--- config.mk ---
export PLATFORM = sky130hd
export DESIGN_NAME = rom_arb
export DESIGN_NICKNAME = d
export VERILOG_FILES = /design/src/rtl/rom_arb.sv
export SDC_FILE = /design/constraint.sdc
export NUM_CORES = 1
export LEC_CHECK = 0
export ABC_AREA = 1
export BUFFER_PORTS_ARGS = -buffer_cell sky130_fd_sc_hd__buf_2
export CAP_MARGIN = 0
export CORE_MARGIN = 5
export CORE_UTILIZATION = 48
export CTS_CLUSTER_DIAMETER = 40
export DETAILED_ROUTE_END_ITERATION = 10
export GPL_TIMING_DRIVEN = 0
export HOLD_SLACK_MARGIN = 0.12
export PLACE_DENSITY = 0.79
export SLEW_MARGIN = 20
export SYNTH_ARGS = -nofsm -noshare
export SYNTH_HDL_FRONTEND = slang
export SYNTH_SLANG_ARGS = --single-unit
--- constraint.sdc ---
create_clock -name clk_i -period 2.1 [get_ports clk_i]
set_input_delay 0.21 -clock clk_i [delete_from_list [all_inputs] [get_ports clk_i]]
set_output_delay 0.21 -clock clk_i [all_outputs]
set_load 0.01 [all_outputs]
--- src/rtl/rom_arb.sv ---
// Round-robin arbiter sharing one single-port ROM read port among N requesters.
// Grants are combinational; responses return RL+1 cycles after the handshake, in grant order.
module rom_arb #(
    parameter int N       = 4,
    parameter int WIDTH   = 8,
    parameter int DEPTH   = 8,
    parameter int OUT_REG = 1,
    localparam int AW     = $clog2(DEPTH),
    localparam int IW     = $clog2(N)
) (
    input  logic              clk_i,
    input  logic              rst_i,
    input  logic [N-1:0]      req_valid_i,
    input  logic [N*AW-1:0]   req_addr_i,
    output logic [N-1:0]      req_ready_o,
    output logic [N-1:0]      rsp_valid_o,
    output logic [IW-1:0]     rsp_id_o,
    output logic [WIDTH-1:0]  rsp_data_o,
    output logic              rom_rd_en_o,
    output logic [AW-1:0]     rom_rd_addr_o,
    input  logic [WIDTH-1:0]  rom_rd_data_i,
    output logic              busy_o
);

    logic [IW-1:0] ptr;
    logic          found;
    logic [IW-1:0] gnt_id;
    logic [IW-1:0] sel_id;
    logic          vld_p0;
    logic [IW-1:0] id_p0;
    logic          inflight;

    // Search from ptr upward, wrapping modulo N; first valid requester wins.
    always_comb begin
        int idx;
        found  = 1'b0;
        gnt_id = '0;
        idx    = 0;
        for (int k = 0; k < N; k++) begin
            idx = int'(ptr) + k;
            if (idx >= N) begin
                idx = idx - N;
            end
            if (!found && req_valid_i[IW'(idx)]) begin
                found  = 1'b1;
                gnt_id = IW'(idx);
            end
        end
    end

    assign sel_id        = found ? gnt_id : ptr;
    assign req_ready_o   = (found && !rst_i) ? (N'(1) << gnt_id) : '0;
    assign rom_rd_en_o   = found & ~rst_i;
    assign rom_rd_addr_o = req_addr_i[int'(sel_id)*AW +: AW];

    always_ff @(posedge clk_i or posedge rst_i) begin
        if (rst_i) begin
            ptr <= '0;
        end else if (found) begin
            ptr <= (gnt_id == IW'(N-1)) ? '0 : gnt_id + 1'b1;
        end
    end

    // ---- stage p0: in-flight tag aligned with ROM read data ----
    generate
        if (OUT_REG != 0) begin : g_reg
            always_ff @(posedge clk_i or posedge rst_i) begin
                if (rst_i) begin
                    vld_p0 <= 1'b0;
                    id_p0  <= '0;
                end else begin
                    vld_p0 <= found;
                    id_p0  <= gnt_id;
                end
            end
            assign inflight = vld_p0;
        end else begin : g_comb
            assign vld_p0   = found & ~rst_i;
            assign id_p0    = gnt_id;
            assign inflight = 1'b0;
        end
    endgenerate

    // ---- stage p1: response register ----
    always_ff @(posedge clk_i or posedge rst_i) begin
        if (rst_i) begin
            rsp_valid_o <= '0;
            rsp_id_o    <= '0;
            rsp_data_o  <= '0;
        end else if (vld_p0) begin
            rsp_valid_o <= N'(1) << id_p0;
            rsp_id_o    <= id_p0;
            rsp_data_o  <= rom_rd_data_i;
        end else begin
            rsp_valid_o <= '0;
        end
    end

    assign busy_o = inflight | (|rsp_valid_o);

endmodule

# After elaboration in Yosys (flattened, before gate mapping)
# Index checks and enable logic that the tools add are counted.
[classes]
multipliers = 1
n_eq_ne = 1
mux = 28
bitwise = 3
magnitude_cmp = 8
n_shift = 3
n_reduce_logical = 9
n_addsub = 8
n_div = 0
[ops]
columns = ["operator", "count"]
rows = [
  ["$mux 2", 10],
  ["$lt 2x4->1 const B", 4],
  ["$mux 1", 12],
  ["$shiftx 12x5->3", 1],
  ["$ge 3x3->1 const B", 3],
  ["$bmux 1 s2", 4],
  ["$mux 4", 2],
  ["$shl 1x2->4 const A", 2],
  ["$sub 2x1->2 const B", 4],
  ["$add 2x2->3 const B", 2],
  ["$logic_and 1x1->1", 4],
  ["$logic_not 1->1", 4],
  ["$mul 2x2->4 const B", 1],
  ["$reduce_or 4->1", 1],
  ["$add 2x1->3 const B", 1],
  ["$ge 2x3->1 const B", 1],
  ["$add 2x1->2 const B", 1],
  ["$eq 2x2->1 const B", 1],
  ["$and 1x1->1", 1],
  ["$not 1->1", 1],
  ["$or 1x1->1", 1],
]
[totals]
out_inout_bits = 23
latch_bits = 0
mem_count = 0
wordCells = 67
inputBits = 26
ramBits = 0
register_bits = 19
romBits = 0

# Longest topological paths before layout
[logic_depth]
depth_word = 18
depth_mapped = 14
ltp_nobuf = 14

# Least setup slack after synthesis
# Ideal clock, no wire load.
[synth_path]
path_kind = "register to output"
from = "register ptr[0]"
to = "output req_ready_o[0]"
path_buffers = 0
arrival_time_ps = 1705
required_ps = 1890
path_stages_with_launch = 13
path_slack_ps = 185
path_cell_list = "dfrtp_1 > inv_2 > nand2_1 > nand3_1 > nand2_2 > nor2_8 > nand3_4 > nand2_2 > nand2_1 > inv_1 > ha_1 > inv_1 > nor2_1"
[synth_via]
elab_chain_len = 17
word_cells_on_any_way = 44
classes_between = "add/sub: 7; order compare: 4; shift: 1; mux: 25; reduce/logical: 7"
[synth_lines]
columns = ["item", "line_no", "source"]
rows = [
  ["from (decl)", "25", "logic [IW-1:0] ptr;"],
  ["from (signal assigned)", "60", "ptr <= (gnt_id == IW'(N-1)) ? '0 : gnt_id + 1'b1;"],
  ["branches (longest 14 deep; another with $add 2x1->3)", "--", ""],
  ["$mux 1 (*)", "44", "if (!found && req_valid_i[IW'(idx)]) begin"],
  ["net found", "26", "logic found;"],
  ["$logic_and 1x1->1 (*)", "52", "assign req_ready_o = (found && !rst_i) ? (N'(1) << gnt_id) : '0;"],
  ["$mux 4 (*)", "52", ""],
  ["to (decl)", "15", "output logic [N-1:0] req_ready_o,"],
]
# Mark *: on every way through the listed nets, which the timed path passes. The select of a mux whose other input is x is not followed.

# Worst setup path after layout
[layout_path]
from = "register ptr[0]"
to = "output rom_rd_addr_o[0]"
[layout_via]
elab_chain_len = 18
word_cells_on_any_way = 44
classes_between = "add/sub: 7; mul: 1; order compare: 4; shift: 1; mux: 25; reduce/logical: 6"
[layout_lines]
columns = ["item", "line_no", "source"]
rows = [
  ["branches (longest 15 deep; another with $add 2x1->3)", "--", ""],
  ["$mux 2 (*)", "51", "assign sel_id = found ? gnt_id : ptr;"],
  ["$mul 2x2->4 (*)", "54", "assign rom_rd_addr_o = req_addr_i[int'(sel_id)*AW +: AW];"],
  ["$shiftx 12x5->3 (*)", "54", ""],
  ["to (decl)", "20", "output logic [AW-1:0] rom_rd_addr_o,"],
]
# Every way passes the cells marked *. The select of a mux whose other input is x is not followed.

==> impl_metrics.py <==
metrics = {
    "yosys": {
        "syn-num-nets": 192,
        "ys_seq_area_share_pct": 37.40,
        "async_reset_ff_share_pct": 100.0,
        "syn_avg_cell_area_um2": 7.847,
        "ys_ff_latch": 19,
        "syn_area_um2": 1271,
        "synth_top_area_share_pct": 37.40,
        "netlist-cell-type-count": 24,
        "synth_edf_count": 0,
        "synth_area_leaders": "dfrtp_1 (37%), nand2_1 (14%), mux2_2 (7.1%)",
        "yosys_most_used_dff": "dfrtp_1",
        "yosys_warnings": 0,
        "synth_top_cell_by_area": "dfrtp_1",
        "syn_inst": 162,
    },
    "clock_tree": {
        "htreeDepth": 1,
        "cts_root_buf": "clkbuf_4",
        "clk_latency_ns": 0.29,
        "cts.reportedPaths.clkPinSlew_ns": 0.10,
        "clock_sinks": 19,
        "tritoncts": "done",
        "clockBufferDepth": 2,
        "cts_buffers": 3,
    },
    "cells_and_area": {
        "final_cells": 258,
        "utilization_pct": 71.97,
        "drive_above_1_share_pct": 51.75,
        "area_delta_synth_final_pct": 41.54,
        "fin_nets": 259,
        "antennaDiodeCount": 0,
        "nFillCells": 218,
    },
    "sta": {
        "finClkSkew_ns": 0.008890,
        "min_period_ns": 2.315,
        "hold_slack_ns": 0.1542,
        "slew_headroom_pct": 46.54,
        "layout_setup_ws_ns": -0.2152,
        "clock.fmax_ghz": 0.4319,
        "slew_violations": 0,
        "finalHoldViolCount": 0,
        "rsz0062_at_grt": "yes",
        "setup_viol": 8,
        "worst_pin_slew_ns": 0.7992,
        "timing.final.crit_share_pct": 110.2,
    },
    "place": {
        "io_buffer_count": 48,
        "numPlacedInstances": 240,
        "dp_hpwl_mm": 2.202,
        "gp_congestion": 0.7765,
        "place_ws_ns": -0.09729,
    },
    "drt": {
        "highest_layer": "met4",
        "wl_met1_mm": 1.248,
        "wl_per_cell_um": 11.32,
        "via_per_inst": 4.899,
        "drt_iter0_drc": 16,
        "route.met2.wl_mm": 1.386,
        "wl_met3_um": 276,
        "vias": 1264,
        "ant_nets": 0,
        "wl_mm": 2.920,
        "dr.pass1.iters": 4,
        "drc": 0,
    },
    "outcome": {
        "failed_checks": "negative setup slack",
        "outcome": "finished, violations left",
    },
    "critical_path": {
        "worstSetupPathType": "reg2out",
        "reg2reg_slack_ns": 0.20,
        "end_kind": "output port",
        "cp.arrival_ns": 2.11,
        "cp_max_fo": 7,
        "r2r_end": "ptr[1]$_DFFE_PP0N_",
        "r2r-start": "ptr[0]$_DFFE_PP0N_",
        "r2r_cells": 11,
        "start_kind": "flop",
        "required_ns": 1.89,
    },
    "pwr": {
        "pwr_density_cell_nw_per_um2": 1858,
        "finalPower_w": 0.003343,
        "ir_worst_vdd_mv": 1.470,
        "p_leak_nw": 1.022,
    },
    "hold_path": {
        "min_path_type": "in2reg",
        "holdCritStartpoint": "rom_rd_data_i[2]",
        "whs_endpoint": "rsp_data_o[2]$_DFFE_PP0P_",
        "hold-path-cell-count": 2,
    },
    "global_routing": {
        "track_usage_pct": 15.61,
        "grt_pass1_wl_mm": 4.560,
        "antenna_found_initial": 0,
        "grt_pass1_vias": 1108,
        "grt_overflow": 0,
        "grt_max_degree": 20,
    },
    "floorplan": {
        "dieHeight_um": 61.46,
        "core_area_um2": 2500,
        "die_area_um2": 3777,
        "start_util_pct": 50.85,
        "dieWidth_um": 61.46,
        "row_count": 18,
        "io_pins": 49,
    },
    "run": {
        "drv_cap": 0,
    },
}
[cells in the final DEF, fill, tap and decap left out, drive strengths merged]
cell type / n
inv: 23
o21a: 2
dfrtp: 19
clkbuf: 4
nor3: 1
buf: 62
nand2: 63
o21ai: 1
a21oi: 2
clkinv: 1
ha: 4
mux2: 8
nor2: 14
nand4: 7
dlygate4sd3: 1
nand3: 16
[synth_stat cells, types with 2 or more instances]
master / n
nand2_1: 49
nor2_1: 10
nand3_1: 14
o21a_1: 2
nand2_2: 11
nor2_4: 2
dfrtp_1: 19
ha_1: 4
inv_1: 19
nand4_1: 7
mux2_2: 8
nand2_4: 3
inv_2: 3
[per-layer routing]
| layer | up-vias | track usage [%] |
|---|---|---|
| met4 | 0 | 5.152 |
| met1 | 560 | 20.18 |
| met2 | 55 | 26.89 |
| li1 | 647 | - |
| met3 | 2 | 2.096 |
| met5 | - | 0 |
[worst max-delay path by stage]
| stage | from | endpoint | slack [ns] |
|---|---|---|---|
| 2_1_floorplan | ptr[0]$_DFFE_PP0N_ | req_ready_o[0] | 0.19 |
| 6_report | ptr[0]$_DFFE_PP0N_ | rom_rd_addr_o[0] | -0.22 |
| 3_5_place_dp | ptr[0]$_DFFE_PP0N_ | req_ready_o[0] | -0.1 |
| 4_1_cts | ptr[0]$_DFFE_PP0N_ | rom_rd_addr_o[1] | -0.22 |
| 5_1_grt | ptr[0]$_DFFE_PP0N_ | rom_rd_addr_o[1] | -0.37 |
| 3_3_place_gp | ptr[0]$_DFFE_PP0N_ | req_ready_o[2] | -0.06 |
[sequential cells by signal (all words and copies together), names as in the netlist]
register / flops
ptr: 2
rsp_id_o: 2
inflight: 1
id_p0: 2
rsp_valid_o: 4
rsp_data_o: 8
[logic make-up after synthesis]
kind of cell / Yosys count / synth area share (%)
and+or+nand+nor: 101 / 40.85
buffers and inverters: 25 / 8.070
DFF: 19 / 37.40
muxes: 8 / 7.087
AOI/OAI and AO/OA: 5 / 2.657
adders and majority gates: 4 / 3.937
[metrics by stage]
stage	cell area [um^2]	setup TNS (ns)
2_1_floorplan	1271	0
3_3_place_gp	1549	-0.1167
3_5_place_dp	1549	-0.2678
4_1_cts	1634	-1.428
5_1_grt	1799	-2.548
6_report	1799	-1.331
[critical path, cell delays in order (launching register included)]
cell and delay (ns):
dfrtp_2 0.46, buf_6 0.15, nand2_4 0.07, nand2_8 0.07, nand2_4 0.08, nand2_4 0.06, nor2_8 0.15, nand4_1 0.27
nand4_1 0.19, nand2_1 0.07, nand2_1 0.06, nand2_1 0.04, buf_2 0.13
[report_power, final]
part	internal (W)	switching, W	total [W]	leakage (nW)
Combinational	0.00107	0.00152	0.00258	0.781
Clock	0.0000707	0.000101	0.000172	0.0177
Sequential	0.000500	0.0000875	0.000588	0.224
Total	0.00164	0.00171	0.00334	1.02
[layout make-up]
| class | instances | area (um^2) | area share (%) |
|---|---|---|---|
| plain buffers | 2 | 15.01 | 0.8345 |
| clock buffers | 3 | 22.52 | 1.252 |
| clock inverters | 1 | 5.005 | 0.2782 |
| inverters | 23 | 91.34 | 5.076 |
| multi-input cells | 118 | 794.5 | 44.16 |
| flip-flops and latches | 19 | 478.0 | 26.56 |
| well taps | 30 | 37.54 | 2.086 |
| repair buffers | 62 | 355.3 | 19.75 |
[repair_timing]
action | 4_1_cts | 5_1_grt
setup buffers | 3 | 9
endpoints found under the hold margin | 19 | 0
resized for setup | 10 | 24
pin swaps | 1 | 11
endpoints found under the setup margin | 9 | 8
gates cloned | 0 | 1
hold buffers | 1 | 0
(Power assumes the default switching activity.)
